===== src/rtl/dmem_arbiter.sv =====
// dmem_arbiter: round-robin arbiter giving two requesters access to one shared data memory.
module dmem_arbiter #(
    parameter int ADDR_W = 16,
    parameter int DATA_W = 16
) (
    input  logic              clk,
    input  logic              rst,
    input  logic              req0,
    input  logic              req1,
    input  logic              we0,
    input  logic              we1,
    input  logic [ADDR_W-1:0] addr0,
    input  logic [ADDR_W-1:0] addr1,
    input  logic [DATA_W-1:0] wdata0,
    input  logic [DATA_W-1:0] wdata1,
    output logic              ack0,
    output logic              ack1,
    output logic [DATA_W-1:0] rdata0,
    output logic [DATA_W-1:0] rdata1,
    output logic              busy,
    output logic [ADDR_W-1:0] mem_access_addr,
    output logic [DATA_W-1:0] mem_write_data,
    output logic              mem_write_en,
    output logic              mem_read,
    input  logic [DATA_W-1:0] mem_read_data
);
    typedef enum logic [1:0] {IDLE, ACC, DONE} state_t;
    state_t            state;
    logic              gnt;
    logic              last;
    logic              we_q;
    logic [ADDR_W-1:0] addr_q;
    logic [DATA_W-1:0] wdata_q;
    logic              win;
    logic              acc;
    always_comb begin
        win = (req0 && req1) ? !last : req1;
        // rst gates the memory strobes so a reset on the ACC edge cannot write
        acc = (state == ACC) && !rst;
    end
    assign busy            = state != IDLE;
    assign mem_access_addr = acc ? addr_q : '0;
    assign mem_write_data  = acc ? wdata_q : '0;
    assign mem_write_en    = acc && we_q;
    assign mem_read        = acc && !we_q;
    always_ff @(posedge clk) begin
        if (rst) begin
            state   <= IDLE;
            last    <= 1'b1;
            gnt     <= 1'b0;
            we_q    <= 1'b0;
            addr_q  <= '0;
            wdata_q <= '0;
            ack0    <= 1'b0;
            ack1    <= 1'b0;
            rdata0  <= '0;
            rdata1  <= '0;
        end else begin
            ack0 <= 1'b0;
            ack1 <= 1'b0;
            case (state)
                IDLE: if (req0 || req1) begin
                    state   <= ACC;
                    gnt     <= win;
                    last    <= win;
                    we_q    <= win ? we1 : we0;
                    addr_q  <= win ? addr1 : addr0;
                    wdata_q <= win ? wdata1 : wdata0;
                end
                ACC: begin
                    state <= DONE;
                    ack0  <= !gnt;
                    ack1  <= gnt;
                    if (!we_q && !gnt) rdata0 <= mem_read_data;
                    if (!we_q && gnt) rdata1 <= mem_read_data;
                end
                default: state <= IDLE;
            endcase
        end
    end
endmodule


===== config.mk =====
export PLATFORM = sky130hd
export DESIGN_NAME = dmem_arbiter
export DESIGN_NICKNAME = d
export VERILOG_FILES = /design/src/rtl/dmem_arbiter.sv
export SDC_FILE = /design/constraint.sdc
export NUM_CORES = 1
export LEC_CHECK = 0
export BUFFER_PORTS_ARGS = -buffer_cell sky130_fd_sc_hd__buf_4
export CORE_MARGIN = 3
export CORE_UTILIZATION = 45
export CTS_CLUSTER_SIZE = 12
export DETAILED_ROUTE_END_ITERATION = 10
export PLACE_DENSITY = 0.79
export SLEW_MARGIN = 0
export SYNTH_ARGS = -nofsm -noshare
export SYNTH_HDL_FRONTEND = slang
export SYNTH_SLANG_ARGS = --single-unit

===== constraint.sdc =====
create_clock -name clk -period 1.5 [get_ports clk]
set_input_delay 0.075 -clock clk [delete_from_list [all_inputs] [get_ports clk]]
set_output_delay 0.075 -clock clk [all_outputs]
set_load 0.1 [all_outputs]

==> impl_metrics.py, run 1 <==
metrics = {
    "final_layout": {
        "post-route-util_pct": 89.6,
        "n_fill_cell": 262,
        "finalNetCount": 676,
        "antenna_cells": 0,
        "area_growth_pct": 89.3,
        "fin_cells": 672,
        "drive_gt1_share_pct": 42.4,
    },
    "power": {
        "p_per_area_mw_per_mm2": 1040,
        "p_leak_nw": 2.47,
        "irDropWorstVdd_mv": 0.574,
        "total_power_mw": 6.03,
    },
    "logic_synthesis": {
        "synth_area_leaders": "dfxtp_1, nand2_1, a21oi_1",
        "syn_area_mm2": 0.00306,
        "netlist.area_leader.share_pct": 46.5,
        "ys.flop_type": "dfxtp_1",
        "synth.distinct_cells": 24,
        "seq_area_frac_synth_pct": 46.5,
        "syn_nets": 475,
        "yosys_warnings": 0,
        "syn-mean-instance-area_um2": 7.86,
        "synth_edf_count": 0,
        "synth_commonest_cells": "nand2_1, dfxtp_1, a21oi_1",
        "synth_top_cell_by_area": "dfxtp_1",
        "ys_ff_latch": 71,
        "synth_most_common_cell": "nand2_1",
        "synthArstFlopShare_pct": 0,
        "synth_cells": 389,
    },
    "clock_network": {
        "numCtsBuffers": 9,
        "clk_pin_slew_worst_paths_ps": 90,
        "tritoncts": "built",
        "root_buffer": "clkbuf_8",
        "clockBufferDepth": 2,
        "clk_latency_ps": 360,
        "htreeDepth": 3,
        "cts_sinks": 71,
    },
    "setup_path": {
        "critPathLaunchType": "flop",
        "critical_path.max_fanout": 13,
        "cp.arrival_ps": 1580,
        "cpPeakStageDelay_ps": 350,
        "critPathRequiredTime_ps": 1420,
        "crit_slowest_cell": "dfxtp_4",
        "crit_path_end_kind": "output pin",
        "crit_chain": "nand2b_4 -> nor2_4 -> buf_8 -> and2_4 -> buf_12",
        "worstSetupPathType": "reg -> out",
    },
    "placement": {
        "gp_congestion": 0.791,
        "portBuffers": 154,
        "dpl.hpwl_mm": 6.63,
        "dp_cells": 604,
        "dp_worst_setup_slack_ps": 86.7,
    },
    "route": {
        "drc": 0,
        "avgRoutedWirePerCell_um": 21.9,
        "ant_nets": 0,
        "avgViaCountPerCell": 6.08,
        "wl_mm": 14.7,
        "vias": 4084,
        "dr.pass1.iters": 5,
        "drtIter0Drc": 321,
    },
    "die": {
        "num_rows": 29,
        "die_area_mm2": 0.00782,
        "fp.dieW_um": 88.4,
        "pin_count": 155,
        "start_util_pct": 47.3,
        "coreArea_mm2": 0.00646,
        "die_height_um": 88.4,
    },
    "sta": {
        "worst_pin_slew_ps": 690,
        "fmax_mhz": 603,
        "setup_violations": 68,
        "maxSlewHeadroom_pct": 54.0,
        "whs_ps": 1.15,
        "layout_setup_ws_ps": -158,
        "finalCritPeriodShare_pct": 111,
        "hold_viol": 0,
        "fin_crit_ps": 1660,
        "drv_slew": 0,
        "rsz0062_at_grt": "yes",
        "final.setup_skew_ps": 17.8,
    },
    "global_routing": {
        "grt_pass1_wl_mm": 19.6,
        "grt_pass1_vias": 3812,
        "grt-ovfl-total": 0,
        "antenna_found_initial": 0,
        "grt_use_total_pct": 33.2,
        "grt_max_degree": 55,
    },
    "run_status": {
        "status": "complete, but fails checks",
        "violations": "negative setup slack",
    },
    "job": {
        "drv_cap": 0,
    },
    "hold_path": {
        "hold_path_class": "in -> reg",
    },
}
[state kept, by name (all words and copies together), names as in the netlist]
register	count
ack0	1
ack1	1
addr_q	16
gnt	1
last	1
rdata0	16
rdata1	16
state	2
wdata_q	16
we_q	1
[path summary, 6_finish.rpt]
path	from	end	slack (ps)	depth (start not counted)
max	state[1]	mem_access_addr[0]	-160	5
min	addr1[15]	addr_q[15]	1	3
max reg2reg	state[1]	addr_q[0]	-90	7
min reg2reg	rdata1[1]	rdata1[1]	460	2
[stage by stage]
stage	TNS, ps	cell area (um2)
2_1_floorplan	-6300	3170
6_report	-5700	5790
3_5_place_dp	0	4410
4_1_cts	-4920	5610
5_1_grt	-7880	5790
3_3_place_gp	0	4410
[power breakdown]
| group | switching, mW | internal (mW) | leakage (nW) | total, mW |
|---|---|---|---|---|
| logic | 1.08 | 0.715 | 1.76 | 1.80 |
| registers | 0.118 | 2.03 | 0.584 | 2.15 |
| clock network | 0.803 | 1.28 | 0.126 | 2.08 |
[per-layer routing]
| layer | global-route usage (%) | up-vias | wire (um) | part of all wire [%] |
|---|---|---|---|---|
| li1 | - | 1732 | - | - |
| met1 | 36.7 | 1887 | 5080 | 34 |
| met2 | 56.0 | 365 | 7000 | 47 |
| met3 | 8.01 | 100 | 1680 | 11 |
| met4 | 22.7 | 0 | 995 | 6.7 |
| met5 | 0 | - | 0 | 0 |
[layout make-up]
cell class | count | area (um2) | area share, %
inverters | 1 | 7.51 | 0.130
flip-flops and latches | 71 | 1430 | 24.7
multi-input cells | 282 | 1630 | 28.2
clock inverters | 7 | 144 | 2.49
clock buffers | 9 | 124 | 2.14
well taps | 77 | 96.3 | 1.67
repair buffers | 225 | 2350 | 40.7
[kinds of logic after synthesis]
group / Yosys count / share of synthesized area (%)
DFF: 71 / 46.5
and+or+nand+nor: 179 / 26.7
AOI/OAI and AO/OA: 103 / 21.3
buffers and inverters: 36 / 5.53
[critical path, delay by kind of cell, from the launching register on]
kind | cells | cell delay, ps
buffers and inverters | 2 | 360
DFF | 1 | 350
and+or+nand+nor | 3 | 490
[placed cells by master, fill, tap and decap left out, drive strengths merged]
master,netlist,routed
nand2,130,130
a311oi,33,33
dlygate4sd3,0,42
buf,21,180
a21boi,1,1
nor4bb,1,1
bufinv,0,4
nand3b,1,1
or4b,1,1
a21bo,1,1
nor2,4,4
inv,1,1
clkinvlp,0,3
nand2b,1,1
nor4b,1,1
nand3,1,1
clkbuf,14,12
dfxtp,71,71
nand4bb,1,1
and2,34,34
o21ai,2,2
nor3,3,3
a21oi,66,66
or2,1,1
[repair_timing]
action,CTS,global route
hold endpoints to repair,52,0
cloned,1,4
hold buffers,42,0
setup buffers,4,3
pin swaps,3,12
endpoints found under the setup margin,34,65
resized for setup,108,24
No activity file was read; power rests on OpenSTA's default activity.
==> run 2, diff against run 1 <==
clock period = 1.86 ns   (was 1.5 ns; I/O delays follow)
==> impl_metrics.py, run 2 (synthesis results as in run 1) <==
metrics = {
    "run_status": {
        "status": "finished, final reports clean",
    },
    "route": {
        "wl_mm": 9.67,
        "vias": 3353,
        "avgRoutedWirePerCell_um": 15.5,
        "ant_nets": 0,
        "drc": 0,
        "dr.pass1.iters": 4,
        "avgViaCountPerCell": 5.39,
        "drtIter0Drc": 131,
    },
    "final_layout": {
        "final_common_cell": "buf_4",
        "drive_gt1_share_pct": 36.0,
        "final_cell_mix": "buf_4, nand2_1, dfxtp_1, a21oi_1, and2_1",
        "area_growth_pct": 55.4,
        "finalNetCount": 627,
        "antenna_cells": 0,
        "fin_area_mm2": 0.00475,
    },
    "hold_path": {
        "min_path_cells": 3,
        "holdPathEnd": "rdata1[0]",
        "holdCritStartpoint": "mem_read_data[0]",
        "hold_path_class": "in -> reg",
    },
    "setup_path": {
        "critPathRequiredTime_ps": 1770,
        "critical_path.max_fanout": 10,
        "cp-startpoint": "state[1]",
        "cp.arrival_ps": 1680,
        "timing.rr.start": "gnt",
        "rrSetupSlack_ps": 300,
        "worstSetupPathType": "reg -> out",
        "critPathLaunchType": "flop",
        "ff2ff_path_depth": 3,
        "worstReg2RegEnd": "rdata0[3]",
        "crit_path_end_kind": "output pin",
    },
    "power": {
        "p_leak_nw": 2.08,
        "power.internal_mw": 2.78,
        "irDropWorstVdd_mv": 0.448,
        "comb_power_share_pct": 26.5,
        "switching_share_pct": 32.3,
        "seq_power_share_pct": 41.6,
        "p_per_area_mw_per_mm2": 864,
        "p_sw_mw": 1.32,
        "total_power_mw": 4.10,
        "clock_power_share_pct": 31.9,
    },
    "placement": {
        "place_area_mm2": 0.00428,
        "dp_worst_setup_slack_ps": 313,
        "portBuffers": 154,
        "dpl.hpwl_mm": 6.56,
        "gp_congestion": 0.836,
    },
    "die": {
        "pin_count": 155,
        "fp.dieW_um": 88.4,
        "die_height_um": 88.4,
        "die_area_mm2": 0.00782,
        "coreArea_mm2": 0.00646,
        "num_rows": 29,
        "start_util_pct": 47.3,
    },
    "sta": {
        "final.setup_skew_ps": 5.80,
        "hold_viol": 0,
        "fmax_mhz": 566,
        "rsz0062_at_grt": "no",
        "fin_crit_ps": 1770,
        "finalCritPeriodShare_pct": 95.1,
        "layout_setup_ws_ps": 91.9,
        "drv_slew": 0,
        "worst_pin_slew_ps": 655,
        "setup_violations": 0,
        "maxSlewHeadroom_pct": 56.3,
    },
    "clock_network": {
        "htreeDepth": 3,
        "clk_latency_ps": 340,
        "root_buffer": "clkbuf_8",
        "tritoncts": "built",
        "clockBufferDepth": 2,
        "clk_pin_slew_worst_paths_ps": 70,
        "cts_sinks": 71,
        "numCtsBuffers": 9,
    },
    "global_routing": {
        "grt_pass1_wl_mm": 14.9,
        "grt-ovfl-total": 0,
        "grt_pass1_vias": 3222,
        "grt_use_total_pct": 24.4,
        "grt_max_degree": 37,
        "antenna_found_initial": 0,
    },
    "job": {
        "drv_cap": 0,
    },
}
run 2: cell types whose count changed in the layout (fill, tap and decap cells not counted), sizes merged:
cell,before,now
clkbuf,12,14
bufinv,4,1
dlygate4sd3,42,6
buf,180,169
clkinvlp,3,1
run 2: cell type report:
type | instances | area (um2)
Fill cell | 496 | 1710
Timing Repair Buffer | 176 | 1520
Multi-Input combinational cell | 282 | 1490
Sequential cell | 71 | 1420
Clock buffer | 13 | 179
Tap cell | 77 | 96.3
Clock inverter | 2 | 37.5
Inverter | 1 | 3.75
run 2: power groups by stage:
| stage | Sequential (mW) | Clock, mW | Combinational, mW |
|---|---|---|---|
| 6_report | 1.71 | 1.31 | 1.09 |
| 5_1_grt | 1.72 | 1.40 | 1.16 |
| 4_1_cts | 1.71 | 1.33 | 1.07 |
| 3_5_place_dp | 1.74 | 0 | 1.04 |
| 3_3_place_gp | 1.73 | 0 | 1.03 |
| 2_1_floorplan | 1.92 | 0 | 0.520 |
run 2: worst max-delay path, stage by stage (launching register included):
cell      delay [ps]
dfxtp_2          360
nand2b_2         220
nor2_4           170
buf_4            190
and2_1           170
buf_6            230
run 2: per-stage QoR:
step | setup TNS, ps | utilization, % | hold slack (ps) | cells
2_1_floorplan | -365 | - | 229 | 389
3_3_place_gp | 0 | 66.3 | 353 | 600
4_1_cts | 0 | 72.0 | 0.697 | 621
5_1_grt | 0 | 73.5 | 4.17 | 622
6_report | 0 | 73.5 | 11.6 | 622
3_5_place_dp | 0 | 66.3 | 357 | 600
run 2: what timing repair did:
action	4_1_cts	5_1_grt
endpoints found under the setup margin	23	33
gates resized for setup	24	20
endpoints found under the hold margin	6	0
cloned	0	1
buffers inserted	0	0
hold buffers	6	0
run 2: worst max-delay path by stage:
stage | endpoint | slack [ps] | cells after the start
6_report | mem_access_addr[9] | 90 | 5
5_1_grt | mem_access_addr[9] | 5 | 5
4_1_cts | mem_access_addr[0] | 30 | 5
3_5_place_dp | rdata0[9] | 310 | 3
3_3_place_gp | rdata0[3] | 350 | 3
2_1_floorplan | mem_write_data[10] | -10 | 4
run 2: layer usage:
layer  vias to the layer above  share of wire, %  GRT usage, %
met5                         -                 0             0
met4                         0               2.1          9.20
met3                        19               9.4          7.45
met2                       160                48          40.4
met1                      1546                40          29.9
li1                       1628                 -             -
